### config.mk
export PLATFORM = sky130hd
export DESIGN_NAME = lenet_layer_sequencer
export DESIGN_NICKNAME = d
export VERILOG_FILES = /design/src/rtl/lenet_layer_sequencer.sv
export SDC_FILE = /design/constraint.sdc
export NUM_CORES = 1
export LEC_CHECK = 0
export CAP_MARGIN = 10
export CORE_MARGIN = 2
export CORE_UTILIZATION = 45
export DETAILED_ROUTE_END_ITERATION = 8
export GPL_ROUTABILITY_DRIVEN = 1
export PLACE_DENSITY = 0.74
export REMOVE_ABC_BUFFERS = 1
export SLEW_MARGIN = 10
export SYNTH_ARGS = -nofsm -noshare
export SYNTH_HDL_FRONTEND = slang
export SYNTH_SLANG_ARGS = --single-unit
### constraint.sdc
create_clock -name clk -period 3.5 [get_ports clk]
set_clock_uncertainty 0.05 [all_clocks]
set_input_delay 0.7 -clock clk [delete_from_list [all_inputs] [get_ports clk]]
set_output_delay 0.7 -clock clk [all_outputs]
set_load 0.01 [all_outputs]
### src/rtl/lenet_layer_sequencer.sv
// LeNet layer sequencer: accepts one image per handshake, starts each layer
// stage in turn, waits for that stage's done, captures the final class and
// holds it until the consumer takes it. A per-stage watchdog raises a sticky
// error if a stage never reports done.
//
// Handshakes: img_valid/img_ready transfer an image on a rising edge where
// both are high; result_valid/result_ready transfer the class the same way.
// result_valid stays high and class_out stays stable until accepted.
module lenet_layer_sequencer #(
  parameter int NUM_STAGES = 7,
  parameter int IDX_W      = 3,
  parameter int TIMEOUT    = 200000,
  parameter int TMR_W      = 18,
  parameter int CNT_W      = 16
) (
  input  logic                  clk,
  input  logic                  reset,
  input  logic                  img_valid,
  output logic                  img_ready,
  output logic                  img_load,
  output logic [NUM_STAGES-1:0] stage_start,
  input  logic [NUM_STAGES-1:0] stage_done,
  input  logic [3:0]            class_in,
  output logic [3:0]            class_out,
  output logic                  result_valid,
  input  logic                  result_ready,
  output logic                  busy,
  output logic                  timeout_err,
  output logic [IDX_W-1:0]      err_stage,
  input  logic                  err_clear,
  output logic [CNT_W-1:0]      img_count,
  output logic [2:0]            state_dbg
);

  localparam logic [2:0] S_IDLE   = 3'd0;
  localparam logic [2:0] S_LOAD   = 3'd1;
  localparam logic [2:0] S_START  = 3'd2;
  localparam logic [2:0] S_WAIT   = 3'd3;
  localparam logic [2:0] S_RESULT = 3'd4;
  localparam logic [2:0] S_ERROR  = 3'd5;

  localparam logic [IDX_W-1:0] LAST_IDX = IDX_W'(NUM_STAGES - 1);
  localparam logic [TMR_W-1:0] TMR_LAST = TMR_W'(TIMEOUT - 1);

  logic [2:0]       state;
  logic [IDX_W-1:0] idx;
  logic [TMR_W-1:0] timer;
  logic [IDX_W-1:0] idx_next;
  logic             done_sel;

  // One-hot start vector for a given stage index.
  function automatic logic [NUM_STAGES-1:0] onehot(input logic [IDX_W-1:0] i);
    return NUM_STAGES'(1) << i;
  endfunction

  // Readiness and busy are plain decodes of the state register.
  assign img_ready = (state == S_IDLE);
  assign busy      = (state != S_IDLE);
  assign state_dbg = state;

  // Only the done bit of the active stage is ever looked at.
  always_comb begin
    idx_next = idx + IDX_W'(1);
    done_sel = stage_done[idx];
  end

  // Main sequencing FSM; all registered outputs are updated here.
  always_ff @(posedge clk or negedge reset) begin
    if (!reset) begin
      state        <= S_IDLE;
      idx          <= '0;
      timer        <= '0;
      img_load     <= 1'b0;
      stage_start  <= '0;
      class_out    <= '0;
      result_valid <= 1'b0;
      timeout_err  <= 1'b0;
      err_stage    <= '0;
      img_count    <= '0;
    end else begin
      // Pulses default low so each lasts exactly one cycle.
      img_load    <= 1'b0;
      stage_start <= '0;
      case (state)
        S_IDLE: begin
          if (img_valid) begin
            state    <= S_LOAD;
            idx      <= '0;
            img_load <= 1'b1;
          end
        end
        S_LOAD: begin
          // The start pulse is registered so it is visible during START.
          state       <= S_START;
          stage_start <= onehot(idx);
        end
        S_START: begin
          timer <= '0;
          state <= S_WAIT;
        end
        S_WAIT: begin
          // Done takes priority over an expiring watchdog.
          if (done_sel) begin
            if (idx == LAST_IDX) begin
              class_out    <= class_in;
              result_valid <= 1'b1;
              state        <= S_RESULT;
            end else begin
              idx         <= idx_next;
              stage_start <= onehot(idx_next);
              state       <= S_START;
            end
          end else if (timer == TMR_LAST) begin
            timeout_err <= 1'b1;
            err_stage   <= idx;
            state       <= S_ERROR;
          end else begin
            timer <= timer + TMR_W'(1);
          end
        end
        S_RESULT: begin
          if (result_ready) begin
            result_valid <= 1'b0;
            img_count    <= img_count + CNT_W'(1);
            state        <= S_IDLE;
          end
        end
        S_ERROR: begin
          // err_stage is left as a record of the last failing stage.
          if (err_clear) begin
            timeout_err <= 1'b0;
            state       <= S_IDLE;
          end
        end
        default: state <= S_IDLE;
      endcase
    end
  end

endmodule

-- Word-level counts from Yosys, hierarchy flattened
Cells that the tools add are included.
- mux-type cells: 29
- divide/modulo/power cells: 0
- equal/unequal tests: 17
- $mul: 0
- reductions and logical operators: 14
- add/sub/neg operators: 3
- shift-type cells: 2
- magnitude comparators: 1
- bitwise logic cells: 1
- operator list (kind ; number):
    $mux 18 ; 2
    $pmux 18 s2 ; 1
    $mux 3 ; 9
    $add 18x1->18 const B ; 1
    $eq 18x18->1 const B ; 1
    $ne 2x2->1 const B ; 9
    $pmux 3 s6 ; 1
    $add 16x1->16 const B ; 1
    $reduce_and 4->1 ; 4
    $mux 7 ; 2
    $pmux 7 s2 ; 1
    $shl 1x3->7 const A ; 2
    $eq 3x3->1 const B ; 3
    $mux 1 ; 9
    $reduce_and 3->1 ; 3
    $reduce_bool 2->1 ; 4
    $eq 3x2->1 const B ; 2
    $pmux 3 s2 ; 1
    $lt 3x4->1 const B ; 1
    $pmux 1 s2 ; 2
    $add 3x1->3 const B ; 1
    $bmux 1 s3 ; 1
    $eq 3x1->1 const B ; 1
    $logic_not 3->1 ; 1
    other kinds (4) ; 4
- RAM bits: 0
- register bits: 57
- memories: 0
- logic and storage cells: 77
- ROM bits: 0
- bits in latches: 0

-- Longest topological paths before layout
Gate-level depths: netlist of the first run.
- depth after elaboration: 5
- mapped depth: 8

-- Least setup slack after synthesis of the first run
No wires, ideal clock.
- path type: input to register
- start point: input stage_done[3]
- end point: register err_stage[0]
- arrival: 2211 ps
- stages on the path: 5
- path slack: 1114 ps
- required time: 3325 ps
- library setup time: 125 ps
- cell sequence: mux4_2 or2_1 and2_1 nor3_2 mux2_2
- longest elaborated chain between the ends: 4
- ends and longest elaborated chain (item ; line ; RTL):
    start: declaration ; 22 ; input logic [NUM_STAGES-1:0] stage_done,
    $bmux 1 s3 ; 64 ; done_sel = stage_done[idx];
    $mux 1 (implied by the code) ; 64 ;
    $not 1->1 (no line) ; - ;
    $reduce_and 3->1 (no line) ; - ;
    end signal: assignment ; 115 ; err_stage <= idx;
    end: declaration ; 29 ; output logic [IDX_W-1:0] err_stage,
No other way between the ends. The select of a mux whose other input is x is not followed.
A chain may end at the register's enable or synchronous reset.

-- Final worst setup path of the first run
- start point: input stage_done[3]
- end point: register err_stage[1]
Same word-level chain as after synthesis.

==> summary.md, run 1 <==
| Metric | Value |
|---|---|
| Syn_area_per_cell | `10.25 um^2` |
| Status | `finished, final reports clean` |
| Sw power | `889.7 uW` |
| # hold bufs at CTS | `0` |
| CTS Root Buffer Type | `clkbuf_8` |
| Iter 0 DRT Violations | `163` |
| Inst Count DP | `412` |
| Reg power frac | `0.389` |
| Leakage power | `1.586 nW` |
| CTS tree | `done` |
| Sw Share | `0.3920` |
| Cells after synthesis | `295` |
| Worst-Margin Slew | `760.0 ps` |
| Post-synth EDFFs | `0` |
| Synth Area in Compound Gates | `0.1353` |
| Die Width | `85.98 um` |
| Wire per inst | `15.58 um` |
| Total die area | `7392 um^2` |
| Final setup viols | `0` |
| RSZ-0062 raised after global routing | `no` |
| Final hold vios | `0` |
| Post_cts resized | `0` |
| Slew Limit Fails | `0` |
| Clock transition at path regs | `70 ps` |
| Hold Path Class | `in -> async` |
| Synth-to-layout area growth | `24.08%` |
| Critical Path AT | `2950 ps` |
| Number of clock sinks | `57` |
| Critical path fanouts, max | `11` |
| FILL cells | `570` |
| Fin cells | `~430` |
| Power per Cell Area | `604.9 nW/um^2` |
| Antenna Cells | `0` |
| Share of layout cells above drive strength 1 | `0.09402` |
| Nets | `371` |
| Final HPWL DP | `4739 um` |
| Post-Synth Adder-Cell Area | `0.03724` |
| Clock network power share | `0.227` |
| Core area | `6422 um^2` |
| Largest family of logic cells by synthesized area | `simple AND/OR/NAND/NOR gates` |
| Final WS setup | `713.2 ps` |
| Max-Cap Viols | `0` |
| Initial antenna violation count | `0` |
| # rows | `29` |
| Internal power | `1.380 mW` |
| Post-CTS setup buffer count | `0` |
| Post-layout util | `0.5843` |
| Largest net degree at the start of global routing | `41` |
| IR drop worst, VDD | `0.3670 mV` |
| Gate power share | `0.385` |
| Yosys cell types | `52` |
| I/O Buffers | `53` |
| GRT Total Usage | `0.1959` |
| Power Total | `2.270 mW` |
| CP peak stage delay | `450 ps` |
| Xor/xnor share of the synthesized area | `0.05792` |
| F_max | `358.8 MHz` |
| Part of the cycle the worst path needs | `0.7962` |
| Tmin final | `around 2800 ps` |
| DRC Markers | `0` |
| CP Capture Type | `flop` |
| Post-synthesis async set-or-reset flop share | `1.000` |
| Place WS | `~390 ps` |
| Grt total ovfl | `0` |
| GPL Wtd Cong | `0.8494` |
| Simple-Gate Fraction of Synth Area | `0.2044` |
| Antenna-violating nets left | `0` |
| Main synth FF type | `dfrtp_1` |
| Clock Tree Buf Depth | `2` |
| Post-Syn Area | `slightly above 3000 um^2` |
| Slowest-stage cell, CP | `mux4_2` |
| YS warnings | `0` |
| Mux cell area share after synthesis | `0.05006` |
| Setup crit start kind | `primary input` |
| Initial Utilization | `0.4709` |
| Routed wire length | `6667 um` |
| Setup TNS | `0 ps` |
| CP Class | `in -> reg` |
| Most common cell after layout, fill and taps aside | `dfrtp_1` |
| CTS H-tree depth | `3` |
| Vias | `2503` |
| Yosys reg bits | `57` |
| Slew headroom | `0.4915` |
| Sequential fraction of the synthesis area | `0.4717` |
| I/O pin count | `between 50 and 60` |
| Cell Chain, Critical Path | `clkdlybuf4s50_1 -> mux4_2 -> or2_1 -> and2_1 -> nor3_2 -> mux2_2` |
| Die Y | `85.98 um` |
| Worst Path Required | `3670 ps` |
| Clk Latency, worst-skew pair | `roughly 340 ps` |
| Most frequent cells in the layout | `dfrtp_1, clkdlybuf4s50_1, nand2_1` |
| Vias in the first global route | `approximately 2400` |
| Pre-antenna DRT Iters | `4` |
| Post-DR vias/cell | `5.848` |
| First-pass GRT wire length | `11470 um` |
| Total CTS buffers | `9` |
## Yosys cell counts, types with 2 or more instances
| cell | instances | area, um^2 |
|---|---|---|
| inv_1 | 12 | 45.04 |
| and4_1 | 5 | 43.79 |
| buf_6 | 3 | 33.78 |
| o31ai_1 | 4 | 30.03 |
| a32o_1 | 4 | 40.04 |
| nor2_1 | 20 | 75.07 |
| nand2b_1 | 3 | 18.77 |
| o21ai_0 | 6 | 30.03 |
| o221ai_1 | 2 | 17.52 |
| o32ai_1 | 3 | 26.28 |
| nand4_1 | 10 | 62.56 |
| clkbuf_1 | 14 | 52.55 |
| a311oi_1 | 5 | 43.79 |
| nor4_1 | 4 | 25.02 |
| xnor2_1 | 17 | 148.9 |
| nor2b_1 | 2 | 12.51 |
| a31oi_1 | 4 | 25.02 |
| nor3_1 | 5 | 25.02 |
| mux2_2 | 7 | 78.83 |
| o311ai_0 | 2 | 17.52 |
| dfrtp_1 | 57 | 1426 |
| and3_1 | 7 | 43.79 |
| nand2_1 | 25 | 93.84 |
| or4_1 | 5 | 37.54 |
| mux2i_1 | 5 | 50.05 |
| nand3_1 | 17 | 85.08 |
| ha_1 | 9 | 112.6 |
| xor2_1 | 3 | 26.28 |
| and2_1 | 4 | 25.02 |
| a21oi_1 | 9 | 45.04 |
## final cells by class
class,instances,area (um^2),area share
repair buffers,57,555.5,0.1480
clock buffers,10,127.6,0.03401
inverters,12,45.04,0.01200
multi-input cells,209,1466,0.3908
flip-flops and latches,57,1426,0.3801
clock inverters,6,35.03,0.009336
well taps,77,96.34,0.02568
## power groups by stage
stage	clock, mW	combinational [mW]	sequential (mW)
after global placement	0	0.848	0.890
after floorplan	0	0.486	0.909
after detailed placement	0	0.868	0.894
after CTS	0.531	0.871	0.882
final	0.515	0.873	0.882
after global routing	0.559	0.954	0.903
## metal layers
layer  global-route usage  up-vias  wire length, um
met5                    0        -                0
met4              0.08081        0              106
met3              0.04042       10              344
met2               0.3192       75             3237
met1               0.2542     1226             2979
li1                     -     1192                -
## critical path: cells and delay by family
| kind | cells | cell delay (ps) |
|---|---|---|
| muxes | 2 | 820 |
| buffers and inverters | 1 | 390 |
| and+or+nand+nor | 3 | 1040 |
## cell families (layout without fill, tap and decap cells)
group / Yosys count / count (layout)
simple gates: 115 / 115
flops: 57 / 57
compound gates: 52 / 52
buf+inv: 29 / 85
xor+xnor: 20 / 20
mux: 13 / 13
fa+ha+maj: 9 / 9
## state kept, by name, indices dropped and copies added, names as in the netlist
name,flops
timer,18
img_count,16
stage_start,7
class_out,4
err_stage,3
idx,3
state_dbg,3
img_load,1
result_valid,1
timeout_err,1
## per-stage QoR
| stage | area [um^2] | hold WS, ps |
|---|---|---|
| 4_1_cts | 3752 | 240.9 |
| 5_1_grt | 3752 | 262.1 |
| 2_1_floorplan | 2938 | 354.4 |
| 6_report | 3752 | 232.2 |
| 3_3_place_gp | 3590 | 404.5 |
| 3_5_place_dp | 3590 | 410.7 |
## worst paths after layout
kind / to / cells after the start / from / slack [ps]
worst max-delay path: err_stage[1] / 6 / stage_done[3] / 710
worst min-delay path: img_count[4] / 1 / reset / 230
worst max register to register: err_stage[1] / 5 / idx[0] / 840
worst min register to register: img_count[15] / 1 / img_count[15] / 410
max in group asynchronous: err_stage[0] / 2 / reset / 2320
min in group clk: img_count[15] / 1 / img_count[15] / 410
(Power assumes the default switching activity.)
==> run 2, diff against run 1 <==
==> constraint.sdc (replaced) <==
create_clock -name clk -period 2.86 [get_ports clk]
set_clock_uncertainty 0.05 [all_clocks]
set_input_delay 0.572 -clock clk [delete_from_list [all_inputs] [get_ports clk]]
set_output_delay 0.572 -clock clk [all_outputs]
set_load 0.01 [all_outputs]
==> run 2 against run 1 <==
  * Non-clock buffer count is 3 higher
  * Sequential power is 18% higher
  * Critical path depth is 1 lower
  * Worst hold slack worse by 67 ps
  * Global-route usage is 0.78 points lower
  * Design area is 1.6% higher
  * Clock power is 40% higher
  * Sequential share of layout area is 0.59 points lower
  * Utilization is 0.92 points higher
  * Total power is 28% higher
  * Critical endpoint unchanged
  * Largest power group is now combinational cells
==> summary.md, run 2 (synthesized netlist as in run 1, its figures left out) <==
| Metric | Value |
|---|---|
| Status | `finished, final reports clean (unchanged)` |
| Met1 wire length | `2976 um (was 2979 um)` |
| Core area | `6422 um^2 (unchanged)` |
| I/O Buffers | `53 (unchanged)` |
| Routed wire length | `6607 um (was 6667 um)` |
| Vias | `2484 (was 2503)` |
| Most frequent cells in the layout | `dfrtp_1, clkdlybuf4s50_1, nand2_1 (unchanged)` |
| CP Class | `reg -> reg (was in -> reg)` |
| # hold bufs at CTS | `0 (unchanged)` |
| IR drop worst, VDD | `0.4968 mV (was 0.3670 mV)` |
| Wire per inst | `15.33 um (was 15.58 um)` |
| Post_cts resized | `0 (unchanged)` |
| Nets | `374 (was 371)` |
| DR WL met3 | `314 um (was 344 um)` |
| GRT Total Usage | `0.1881 (was 0.1959)` |
| Final WS setup | `343.7 ps (was 713.2 ps)` |
| Most common cell after layout, fill and taps aside | `dfrtp_1 (unchanged)` |
| Die Width | `85.98 um (unchanged)` |
| Slowest-stage cell, CP | `or4b_1 (was mux4_2)` |
| RSZ-0062 raised after global routing | `no (unchanged)` |
| Power per Cell Area | `762.4 nW/um^2 (was 604.9 nW/um^2)` |
| CP startpoint | `timer[6] (was stage_done[3])` |
| Max-Cap Viols | `0 (unchanged)` |
| CTS Root Buffer Type | `clkbuf_8 (unchanged)` |
| R2R cell count | `5 (unchanged)` |
| CP Capture Type | `flop (unchanged)` |
| Critical Path AT | `2690 ps (was 2950 ps)` |
| Total CTS buffers | `9 (unchanged)` |
| CTS H-tree depth | `3 (unchanged)` |
| Top layer in use | `met4 (unchanged)` |
| Hold Path Class | `in -> async (unchanged)` |
| Final setup viols | `0 (unchanged)` |
| Crit path buf inv count | `0 (was 1)` |
| I/O pin count | `54 (unchanged)` |
| Worst path top cell family by delay | `simple AND/OR/NAND/NOR gates (unchanged)` |
| Antenna Cells | `0 (unchanged)` |
| Setup TNS | `0 ps (unchanged)` |
| Worst Path Required | `3030 ps (was 3670 ps)` |
| First-pass GRT wire length | `10940 um (was 11470 um)` |
| Pre-antenna DRT Iters | `5 (was 4)` |
| Total die area | `7392 um^2 (unchanged)` |
| Clock Tree Buf Depth | `2 (unchanged)` |
| # rows | `29 (unchanged)` |
| Max FFs per register | `18 (unchanged)` |
| CP Depth | `5 (was 6)` |
| Reg with most FFs | `timer (unchanged)` |
| Clk Latency, worst-skew pair | `340 ps (about the same)` |
| Largest net degree at the start of global routing | `58 (was 41)` |
| Tmin final | `about 2500 ps` |
| Leakage power | `1.623 nW (was 1.586 nW)` |
| Part of the cycle the worst path needs | `0.8798` |
| Top Registers | `timer (18), img_count (16), stage_start (7) (unchanged)` |
| Grt total ovfl | `0 (unchanged)` |
| Setup crit start kind | `flop (was primary input)` |
| Slew headroom | `0.4895 (was 0.4915)` |
| Clock transition at path regs | `70 ps (about the same)` |
| Wire length on met2 | `3203 um (was 3237 um)` |
| Post-DR vias/cell | `5.763 (was 5.848)` |
| CP peak stage delay | `560 ps (was 450 ps)` |
| Synth-to-layout area growth | `26.02% (was 24.08%)` |
| Post-CTS setup buffer count | `0 (unchanged)` |
| Antenna-violating nets left | `0 (unchanged)` |
| Initial Utilization | `0.4709 (unchanged)` |
| Hold slack | `165.4 ps (was 232.2 ps)` |
| Iter 0 DRT Violations | `123 (was 163)` |
| Final HPWL DP | `4578 um (was 4739 um)` |
| F_max | `397.4 MHz` |
| Number of clock sinks | `57 (unchanged)` |
| Initial antenna violation count | `0 (unchanged)` |
| Slew Limit Fails | `0 (unchanged)` |
| GPL Wtd Cong | `0.8741 (was 0.8494)` |
| Critical path fanouts, max | `6 (was 11)` |
| Vias in the first global route | `2371 (was 2428)` |
| Cell Chain, Critical Path | `or4b_1 -> nor4_1 -> nand3_1 -> nor3_2 -> mux2_2 (was clkdlybuf4s50_1 -> mux4_2 -> or2_1 -> and2_1 -> nor3_2 -> mux2_2)` |
| Share of layout cells above drive strength 1 | `0.1017 (was 0.09402)` |
| CTS tree | `done (unchanged)` |
| Place WS | `41.99 ps (was 385.4 ps)` |
| DRC Markers | `0 (unchanged)` |
| Worst-Margin Slew | `762.9 ps (was 760.0 ps)` |
| Final hold vios | `0 (unchanged)` |
| Die Y | `85.98 um (unchanged)` |
| Reg2Reg Launch Point | `timer[6] (was idx[0])` |
-- run 2: worst register-to-register path: stages, from the launching register on --
cell	delay [ps]
dfrtp_1	430
or4b_1	560
nor4_1	420
nand3_1	250
nor3_2	320
mux2_2	380
-- run 2: final cells by class --
cell class	count	area (um^2)
clock buffers	10	127.6
repair buffers	60	590.6
flip-flops and latches	57	1426
well taps	77	96.34
inverters	12	45.04
fillers	535	2611
multi-input cells	209	1466
clock inverters	6	58.81
-- run 2: metal layers --
metal | global-route usage | up-vias
met5 | 0 | -
met2 | 0.2981 | 72
li1 | - | 1201
met1 | 0.2491 | 1199
met3 | 0.03754 | 12
met4 | 0.08514 | 0
-- run 2: path summary, 6_finish.rpt --
kind,endpoint,slack [ps]
max in group asynchronous,timeout_err,2320
min,img_count[5],170
min in group clk,img_count[15],420
max,err_stage[1],340
max reg2reg,err_stage[1],340
min reg2reg,img_count[15],420
-- run 2: per-stage QoR --
stage / std cells / cell area [um^2] / utilization / total power [mW]
global placement: 415 / 3625 / 0.5644 / 2.159
detailed placement: 415 / 3625 / 0.5644 / 2.191
floorplan: 278 / 2938 / - / 1.708
CTS: 431 / 3811 / 0.5934 / 2.920
global route: 431 / 3811 / 0.5934 / 3.077
finish: 431 / 3811 / 0.5934 / 2.906
-- run 2: power by group --
| part | switching, mW | total (mW) | leakage (nW) | internal, mW |
|---|---|---|---|---|
| Sequential | 0.124 | 1.04 | 0.768 | 0.918 |
| Combinational | 0.647 | 1.14 | 0.755 | 0.497 |
| Clock | 0.323 | 0.720 | 0.0998 | 0.397 |
| Total | 1.09 | 2.91 | 1.62 | 1.81 |
